`config.mk`:
```
export PLATFORM = sky130hd
export DESIGN_NAME = arb2x1_rr_stream_flat
export DESIGN_NICKNAME = d
export VERILOG_FILES = /design/src/rtl/arb2x1_rr_stream_pkg.sv /design/src/rtl/arb2x1_rr_stream_if.sv /design/src/rtl/arb2x1_rr_stream_mux2xN_case_default.sv /design/src/rtl/arb2x1_rr_stream.sv /design/src/flat_wrapper.sv
export SDC_FILE = /design/constraint.sdc
export NUM_CORES = 1
export LEC_CHECK = 0
export ABC_AREA = 1
export CAP_MARGIN = 20
export CELL_PAD_IN_SITES_DETAIL_PLACEMENT = 0
export CELL_PAD_IN_SITES_GLOBAL_PLACEMENT = 2
export CORE_MARGIN = 2
export CORE_UTILIZATION = 18
export DETAILED_ROUTE_END_ITERATION = 8
export GPL_TIMING_DRIVEN = 0
export HOLD_SLACK_MARGIN = 0.02
export PLACE_DENSITY_LB_ADDON = 0.1
export RECOVER_POWER = 100
export SLEW_MARGIN = 25
export SYNTH_ARGS = -nofsm -noshare
export SYNTH_HDL_FRONTEND = slang
export SYNTH_SLANG_ARGS = --single-unit
export TNS_END_PERCENT = 10
```
`constraint.sdc`:
```
create_clock -name clk -period 1 [get_ports clk]
set_input_delay 0.15 -clock clk [delete_from_list [all_inputs] [get_ports clk]]
set_output_delay 0.15 -clock clk [all_outputs]
set_load 0.05 [all_outputs]
```
`src/rtl/arb2x1_rr_stream_pkg.sv`:
```
// arb2x1_rr_stream_pkg
// Shared definitions for the two-input round-robin packet arbiter.
//   arb_state_e : arbiter FSM encoding (IDLE, LOCK0, LOCK1); 2'd3 is unused
//                 and the FSM falls back to IDLE if it ever appears.
//   CH0 / CH1   : channel identifiers used for the grant, select and pointer.
package arb2x1_rr_stream_pkg;

    typedef enum logic [1:0] {
        ARB_IDLE  = 2'd0,
        ARB_LOCK0 = 2'd1,
        ARB_LOCK1 = 2'd2
    } arb_state_e;

    localparam logic CH0 = 1'b0;
    localparam logic CH1 = 1'b1;

endpackage

```
`src/rtl/arb2x1_rr_stream_if.sv`:
```
// arb2x1_rr_stream_if
// Bundles the two input streams, the output stream and the mux select.
//   a0_valid/a0_data/a0_last/a0_ready : input channel 0
//   a1_valid/a1_data/a1_last/a1_ready : input channel 1
//   y_valid/y_data/y_last/y_ready     : output stream towards the consumer
//   s                                 : current/last granted channel
// Modports:
//   slave  : the arbiter's view (consumes a0/a1, produces y and s)
//   master : the surrounding environment's view (sources and consumer)
interface arb2x1_rr_stream_if #(
    parameter int WIDTH = 8
);

    logic             a0_valid;
    logic [WIDTH-1:0] a0_data;
    logic             a0_last;
    logic             a0_ready;

    logic             a1_valid;
    logic [WIDTH-1:0] a1_data;
    logic             a1_last;
    logic             a1_ready;

    logic             y_valid;
    logic [WIDTH-1:0] y_data;
    logic             y_last;
    logic             y_ready;

    logic             s;

    modport slave (
        input  a0_valid, a0_data, a0_last,
        output a0_ready,
        input  a1_valid, a1_data, a1_last,
        output a1_ready,
        output y_valid, y_data, y_last,
        input  y_ready,
        output s
    );

    modport master (
        output a0_valid, a0_data, a0_last,
        input  a0_ready,
        output a1_valid, a1_data, a1_last,
        input  a1_ready,
        input  y_valid, y_data, y_last,
        output y_ready,
        input  s
    );

endinterface

```
`src/rtl/arb2x1_rr_stream_mux2xN_case_default.sv`:
```
// mux2xN_case_default
// N-bit 2:1 multiplexer written as a case statement with a default arm.
//   s   : select (0 -> in0, 1 -> in1)
//   in0 : first input
//   in1 : second input
//   y   : selected value
module mux2xN_case_default #(
    parameter int N = 9
) (
    input  logic         s,
    input  logic [N-1:0] in0,
    input  logic [N-1:0] in1,
    output logic [N-1:0] y
);

    always_comb begin
        y = in0;
        case (s)
            1'b0:    y = in0;
            1'b1:    y = in1;
            default: y = in0;
        endcase
    end

endmodule

```
`src/rtl/arb2x1_rr_stream.sv`:
```
// arb2x1_rr_stream
// Two-input round-robin packet arbiter feeding a one-entry output slice.
// A granted channel owns the output until its last beat is accepted; the
// round-robin pointer moves only when a packet completes.
//   WIDTH : data bits per beat
//   clk   : rising-edge clock
//   rst   : synchronous active-high reset
//   bus   : arb2x1_rr_stream_if.slave (a0/a1 inputs, y output, select s)
module arb2x1_rr_stream
    import arb2x1_rr_stream_pkg::*;
#(
    parameter int WIDTH = 8
) (
    input logic                  clk,
    input logic                  rst,
    arb2x1_rr_stream_if.slave    bus
);

    arb_state_e       state;
    arb_state_e       state_next;
    logic             ptr;
    logic             ptr_next;
    logic             s_q;
    logic             s_next;
    logic             grant;

    logic             y_valid_q;
    logic [WIDTH-1:0] y_data_q;
    logic             y_last_q;

    logic             slot_free;
    logic             ready0;
    logic             ready1;
    logic             accept0;
    logic             accept1;
    logic             load;
    logic [WIDTH:0]   sel_beat;

    // s always equals the locked channel while in LOCK0/LOCK1, so it can
    // drive the data mux directly.
    mux2xN_case_default #(
        .N   (WIDTH + 1)
    ) u_mux (
        .s   (s_q),
        .in0 ({bus.a0_last, bus.a0_data}),
        .in1 ({bus.a1_last, bus.a1_data}),
        .y   (sel_beat)
    );

    // The slice can take a beat when it is empty or being drained now.
    assign slot_free = !y_valid_q || bus.y_ready;
    assign ready0    = (state == ARB_LOCK0) && slot_free;
    assign ready1    = (state == ARB_LOCK1) && slot_free;
    assign accept0   = bus.a0_valid && ready0;
    assign accept1   = bus.a1_valid && ready1;
    assign load      = accept0 || accept1;

    // On contention the pointer decides; otherwise the lone requester wins.
    assign grant = (bus.a0_valid && bus.a1_valid) ? ptr : bus.a1_valid;

    always_comb begin
        state_next = state;
        ptr_next   = ptr;
        s_next     = s_q;
        case (state)
            ARB_IDLE: begin
                if (bus.a0_valid || bus.a1_valid) begin
                    s_next     = grant;
                    state_next = grant ? ARB_LOCK1 : ARB_LOCK0;
                end
            end
            ARB_LOCK0: begin
                if (accept0 && bus.a0_last) begin
                    state_next = ARB_IDLE;
                    ptr_next   = CH1;
                end
            end
            ARB_LOCK1: begin
                if (accept1 && bus.a1_last) begin
                    state_next = ARB_IDLE;
                    ptr_next   = CH0;
                end
            end
            default: begin
                state_next = ARB_IDLE;
            end
        endcase
    end

    // A new beat takes priority over draining so load and drain can overlap.
    always_ff @(posedge clk) begin
        if (rst) begin
            state     <= ARB_IDLE;
            ptr       <= CH0;
            s_q       <= CH0;
            y_valid_q <= 1'b0;
            y_data_q  <= '0;
            y_last_q  <= 1'b0;
        end else begin
            state <= state_next;
            ptr   <= ptr_next;
            s_q   <= s_next;
            if (load) begin
                y_valid_q <= 1'b1;
                y_last_q  <= sel_beat[WIDTH];
                y_data_q  <= sel_beat[WIDTH-1:0];
            end else if (bus.y_ready) begin
                y_valid_q <= 1'b0;
            end
        end
    end

    assign bus.a0_ready = ready0;
    assign bus.a1_ready = ready1;
    assign bus.y_valid  = y_valid_q;
    assign bus.y_data   = y_data_q;
    assign bus.y_last   = y_last_q;
    assign bus.s        = s_q;

endmodule

```
`src/flat_wrapper.sv`:
```
// flat-port wrapper written by rule: the top's interface ports become plain ports
module arb2x1_rr_stream_flat import arb2x1_rr_stream_pkg::*;
#(
    parameter int WIDTH = 8
)
  (clk, rst, bus_a0_valid, bus_a0_data, bus_a0_last, bus_a0_ready, bus_a1_valid, bus_a1_data, bus_a1_last, bus_a1_ready, bus_y_valid, bus_y_data, bus_y_last, bus_y_ready, bus_s);
  arb2x1_rr_stream_if #(.WIDTH(WIDTH)) bus_i ();
  input logic clk;
  input logic rst;
  input wire logic [$bits(bus_i.a0_valid)-1:0] bus_a0_valid;
  input wire logic [$bits(bus_i.a0_data)-1:0] bus_a0_data;
  input wire logic [$bits(bus_i.a0_last)-1:0] bus_a0_last;
  output wire logic [$bits(bus_i.a0_ready)-1:0] bus_a0_ready;
  input wire logic [$bits(bus_i.a1_valid)-1:0] bus_a1_valid;
  input wire logic [$bits(bus_i.a1_data)-1:0] bus_a1_data;
  input wire logic [$bits(bus_i.a1_last)-1:0] bus_a1_last;
  output wire logic [$bits(bus_i.a1_ready)-1:0] bus_a1_ready;
  output wire logic [$bits(bus_i.y_valid)-1:0] bus_y_valid;
  output wire logic [$bits(bus_i.y_data)-1:0] bus_y_data;
  output wire logic [$bits(bus_i.y_last)-1:0] bus_y_last;
  input wire logic [$bits(bus_i.y_ready)-1:0] bus_y_ready;
  output wire logic [$bits(bus_i.s)-1:0] bus_s;
  assign bus_i.a0_valid = bus_a0_valid;
  assign bus_i.a0_data = bus_a0_data;
  assign bus_i.a0_last = bus_a0_last;
  assign bus_a0_ready = bus_i.a0_ready;
  assign bus_i.a1_valid = bus_a1_valid;
  assign bus_i.a1_data = bus_a1_data;
  assign bus_i.a1_last = bus_a1_last;
  assign bus_a1_ready = bus_i.a1_ready;
  assign bus_y_valid = bus_i.y_valid;
  assign bus_y_data = bus_i.y_data;
  assign bus_y_last = bus_i.y_last;
  assign bus_i.y_ready = bus_y_ready;
  assign bus_s = bus_i.s;
  arb2x1_rr_stream #(.WIDTH(WIDTH)) u_core (.clk(clk), .rst(rst), .bus(bus_i));
endmodule
```
==> metrics, run 1 <==
status=complete, but fails checks; failing checks=setup timing; most frequent cells in the layout=nand2_1, nor2_2, clkdlybuf4s50_1; Worst Path Arrival=1.03 ns; GR peak layer=met2; Setup Skew=0.00266 ns; Clock Tree Buf Depth=2; cell area after placement=0.00120 sq mm; Row Count=23; clock sinks=14; routed len/inst=11.8 microns; Setup crit end kind=output pin; Final Hold Viols=0; design area=0.00134 sq mm; Inserted Diodes=0; delay-heaviest family, CP=flip-flops; worst r2r dst=u_core.bus.y_valid; Req. time, crit path=0.85 ns; Starting Density=18.8%; DRC=0; # fillers=453; area grow syn2layout=76.7%; IO Port Bufs=35; count of pins over their slew limit=0; Pwr Density=1510 mW/mm^2; WHS Path Cells=3; Post-Synthesis Cells=104; FMAX=0.848 GHz; TritonCTS clock tree=built; RSZ-0062 raised after global routing=yes; crit-path max FO=3; area of the multi-input gates=489 sq um; GRT met3 Usage=2.27%; nets=170; Synth Warn #=0; Seq/Total Area, Yosys=37.0%; TritonCTS Buffers=3; endpoints failing setup=12; number of global-route vias before repair=717; total power=2.01 mW; critical path class=register to output pin; hold path start=bus_a0_valid; Max Cap Viol=0; CP max stage delay=0.38 ns; Register Area=293 sq um; hold worst-path end=u_core.ptr; met1 global-route usage=14.0%; antenna viol nets, final=0; Synth cell types=20; Final Cycle Share=118%; initial antenna violation count=0; 1st-iter DRT viols=13; pre-CTS setup slack=-0.888 ns; CTS Hold Bufs=0; Max IR drop VDD=0.389 mV; Routability Congestion=0.788; Rel. slew slack=79.9%; Buffers & Inverters on Critical Path=2; overall routing resource usage=10.4%; post-layout minimum cycle time=1.18 ns; Mapped Area=757 sq um; DR pass1 iterations=2; die area=0.00474 sq mm; wire length of the first global-routing pass=3470 microns; crit path max-delay cell type=dfxtp_4; min-delay worst type=primary input to register; R2R depth=7; worst r2r src=u_core.bus.y_valid; share of cells above drive strength 1=40.4%; worst-margin pin slew=0.300 ns; Worst-Skew Late Latency=0.25 ns; Root Driver=clkbuf_8; vias=781; Die Y-Extent=68.9 microns; Post-Synthesis Net Count=127; num ports=36; die width=68.9 microns; GRT overflow=0; Post-DP HPWL=1560 microns; Startpoint Class=register; PnR worst setup slack=-0.179 ns; R2R Setup Slk=-0.15 ns; commonest non-fill, non-tap cell in the layout=nand2_1; largest net degree at the start of global routing=11; GR Util met2=15.7%; Fin Setup TNS=-1.67 ns; Critical Path, Cell by Cell=inv_4 -> nor3_4 -> buf_6; average cell area after synthesis=7.28 sq um; Reg clk slew, reported paths=0.07 ns; P_leak=0.562 nW; #FFs+latches synth=14; core area=0.00403 sq mm; WL final=2320 microns; CTS H-tree lvls=1; vias per cell=3.98
## power by group
part / switching [mW] / total [mW] / leakage [nW] / internal, mW
registers: 0.0532 / 0.672 / 0.117 / 0.618
logic: 0.447 / 0.762 / 0.416 / 0.315
clock network: 0.231 / 0.581 / 0.0288 / 0.349
total: 0.732 / 2.01 / 0.562 / 1.28
## layer usage
metal  vias to the layer above  part of all wire, %
met5                         -                    0
met4                         0                  1.4
met3                         4                  5.7
met2                        21                   44
met1                       337                   48
li1                        419                    -
## flip-flops by register name (all words and copies together) (netlist names)
register,cells
u_core.bus.y_data,8
u_core.state,2
u_core.bus.s,1
u_core.bus.y_last,1
u_core.bus.y_valid,1
u_core.ptr,1
## cells by family (layout without fill, tap and decap cells)
kind of cell | count (synthesis) | count (layout) | share of synthesized area [%]
AO/OA/AOI/OAI | 16 | 16 | 14.0
AND/OR/NAND/NOR | 64 | 65 | 41.7
buffers and inverters | 10 | 51 | 7.27
flip-flops | 14 | 14 | 37.0
## worst max-delay path by stage
stage                  startpoint                  to  slack [ns]  cells past startpoint
3_5_place_dp          bus_y_ready        bus_a1_ready       -0.89                      6
2_1_floorplan  u_core.bus.y_valid          u_core.ptr       -0.14                      5
5_1_grt           u_core.state[1]        bus_a0_ready       -0.22                      4
6_report          u_core.state[1]        bus_a1_ready       -0.18                      3
4_1_cts        u_core.bus.y_valid  u_core.bus.y_valid       -0.20                      7
3_3_place_gp          bus_y_ready        bus_a1_ready       -0.89                      6
## Yosys cell counts
cell / count / area, sq um
nand2_1: 32 / 120
nor2_2: 19 / 119
dfxtp_1: 14 / 280
a21boi_0: 9 / 67.6
nor2_1: 6 / 22.5
inv_1: 5 / 18.8
a21oi_1: 3 / 15.0
inv_2: 3 / 11.3
nand3_2: 2 / 20.0
a21boi_1: 1 / 7.51
a31oi_1: 1 / 6.26
buf_12: 1 / 20.0
buf_2: 1 / 5.00
nand2_2: 1 / 6.26
nand2_4: 1 / 11.3
nand3_1: 1 / 5.00
nand4_1: 1 / 6.26
nor3_1: 1 / 5.00
o21ai_0: 1 / 5.00
o21ai_1: 1 / 5.00
## area by class of cell
class                   count  share of cell area [%]
flip-flops and latches     14                    21.9
clock buffers               4                    4.12
multi-input cells          81                    36.6
plain buffers               2                    1.87
inverters                   8                    2.62
well taps                  50                    4.68
repair buffers             37                    28.3
## per-stage QoR
stage	util (%)	hold slack [ns]	instances
floorplan	-	0.212	104
global route	33.2	0.352	196
global placement	29.8	0.456	189
finish	33.2	0.341	196
detailed placement	29.8	0.461	189
CTS	31.1	0.467	194
## repair_timing
item                                    in CTS  in global routing
pin swaps                                    1                  4
endpoints found under the setup margin      25                 19
hold endpoints to repair                     0                  0
buffers inserted                             1                  0
gates cloned                                 0                  2
gates resized for setup                     83                 13
## worst reg2reg max path, cell delays in order (launching register included)
cell and delay, ns:
dfxtp_4 0.36, nand2_4 0.06, buf_12 0.13, nand3_4 0.09
nand2_8 0.09, clkbuf_16 0.17, o21ai_1 0.11, inv_1 0.04
(Power assumes the default switching activity.)
==> run 2: changes to the inputs <==
CELL_PAD_IN_SITES_DETAIL_PLACEMENT = 1   (was 0)
RECOVER_POWER = not set   (was 100)
==> run 2 against run 1 <==
Compared with the run above:
- the flow still finishes with violations (setup timing)
- global-route usage rose by 0.38 points
- setup slack improved by 0.00095 ns
- non-clock buffer count is 3 higher
- critical path depth did not move
- via count grew 3.1%
- die area is the same
- flip-flop and latch count stayed put
- total power is essentially flat
- cell area down 0.37%
- combinational power fell by 0.7%
- clock power hardly changed
- highest routed layer unchanged
==> metrics, run 2 (same netlist as run 1, synthesis figures left out) <==
status=complete, but fails checks; failing checks=setup timing; Req. time, crit path=0.85 ns (about the same); Post-DP HPWL=1650 microns (+6.0%); share of cells above drive strength 1=41.9% (+1.5 points); endpoints failing setup=12 (unchanged); wire length of the first global-routing pass=3660 microns (+5.4%); Fin Hold WS=0.325 ns (-0.0156 ns); Max Cap Viol=0 (unchanged); Final Cycle Share=118% (about the same); Fin Setup TNS=-1.76 ns (-0.0894 ns); Inserted Diodes=0 (unchanged); initial antenna violation count=0 (unchanged); Clock Tree Buf Depth=2 (unchanged); placed insts=189 (unchanged); min-delay worst type=primary input to register; CP max stage delay=0.38 ns (about the same); vias per cell=4.07 (+2.0%); IO Port Bufs=35 (unchanged); Startpoint Class=register; crit path max-delay cell type=dfxtp_4; TritonCTS clock tree=built; die area=0.00474 sq mm (unchanged); RSZ-0062 raised after global routing=yes; commonest non-fill, non-tap cell in the layout=nand2_1; Buffers & Inverters on Critical Path=2 (unchanged); Max IR drop VDD=0.399 mV (+2.5%); delay-heaviest family, CP=flip-flops; Rel. slew slack=80.5% (+0.57 points); max FFs per register=8 (unchanged); clock sinks=14 (unchanged); CTS H-tree lvls=1 (unchanged); P_leak=0.568 nW (+1.1%); Routability Congestion=0.788 (unchanged); FMAX=0.849 GHz (about the same); Setup crit end kind=output pin; Worst-Skew Late Latency=0.25 ns (about the same); number of global-route vias before repair=792 (+10%); Final Hold Viols=0 (unchanged); critical path class=register to output pin; antenna viol nets, final=0 (unchanged); final core occ=33.1% (-0.12 points); worst-margin pin slew=0.292 ns (-0.00845 ns); die width=68.9 microns (unchanged); Worst Path Arrival=1.03 ns (about the same); pre-CTS setup slack=-0.902 ns (-0.0136 ns); DR pass1 iterations=3 (+1); Setup Skew=0.00143 ns (-0.00122 ns); PnR worst setup slack=-0.178 ns (+0.000954 ns); Die Y-Extent=68.9 microns (unchanged); nets=172 (+1.2%); Root Driver=clkbuf_8; overall routing resource usage=10.7% (+0.38 points); Reg clk slew, reported paths=0.06 ns (about the same); GRT overflow=0 (unchanged); CTS Hold Bufs=0 (unchanged); routed len/inst=11.5 microns (-2.4%); most frequent cells in the layout=nand2_1, clkdlybuf4s50_1, nor2_2; TritonCTS Buffers=3 (unchanged); 1st-iter DRT viols=20 (+7); area grow syn2layout=76.0%; Pwr Density=1510 mW/mm^2 (+0.28%); count of pins over their slew limit=0 (unchanged); largest net degree at the start of global routing=11 (unchanged); vias=805 (+3.1%); core area=0.00403 sq mm (unchanged); post-layout minimum cycle time=1.18 ns (-0.000954 ns); Critical Path, Cell by Cell=inv_6 -> nor3_4 -> buf_6; crit-path max FO=3 (unchanged); WL final=2280 microns (-1.4%); DRC=0 (unchanged); Starting Density=18.8% (unchanged); Non-Filler Instances=198 (+1.0%); num ports=36 (unchanged); Row Count=23 (unchanged)
-- run 2: layer usage --
layer	up-vias	wire length [microns]	GRT usage (%)
met3	4	148	2.60
li1	415	-	-
met4	0	33	4.41
met1	365	1040	13.1
met2	21	1070	18.0
met5	-	0	0
-- run 2: worst min-delay path: stages --
cell and delay, ns:
dlymetal6s2s_1 0.19, nand3_1 0.13, a21oi_2 0.06
-- run 2: power breakdown --
group          internal (mW)  total [mW]  switching, mW  leakage (nW)
Sequential             0.619       0.677         0.0583         0.117
Clock                  0.349       0.578          0.229        0.0288
Combinational          0.322       0.757          0.436         0.422
-- run 2: through the flow --
step | total power, mW | area (sq um)
6_report | 2.01 | 1330
5_1_grt | 2.12 | 1330
4_1_cts | 1.99 | 1250
3_5_place_dp | 1.40 | 1200
3_3_place_gp | 1.40 | 1200
2_1_floorplan | 1.14 | 790
-- run 2: area by class of cell --
type | instances | area [sq um]
repair buffers | 40 | 390
well taps | 50 | 62.6
inverters | 8 | 37.5
multi-input cells | 80 | 469
plain buffers | 2 | 25.0
clock buffers | 4 | 55.1
fillers | 488 | 2700
flip-flops and latches | 14 | 293
-- run 2: path summary, 6_finish.rpt --
kind         slack [ns]              endpoint             from  cells past startpoint
max reg2reg       -0.16  u_core.bus.y_data[2]  u_core.state[0]                      8
min                0.33            u_core.ptr     bus_a0_valid                      3
max               -0.18          bus_a1_ready  u_core.state[1]                      3
min reg2reg        0.49            u_core.ptr       u_core.ptr                      2
-- run 2: what timing repair did --
item	in CTS	in global routing
endpoints found under the setup margin	26	20
setup buffers	1	4
pin swaps	1	3
resized for setup	84	15
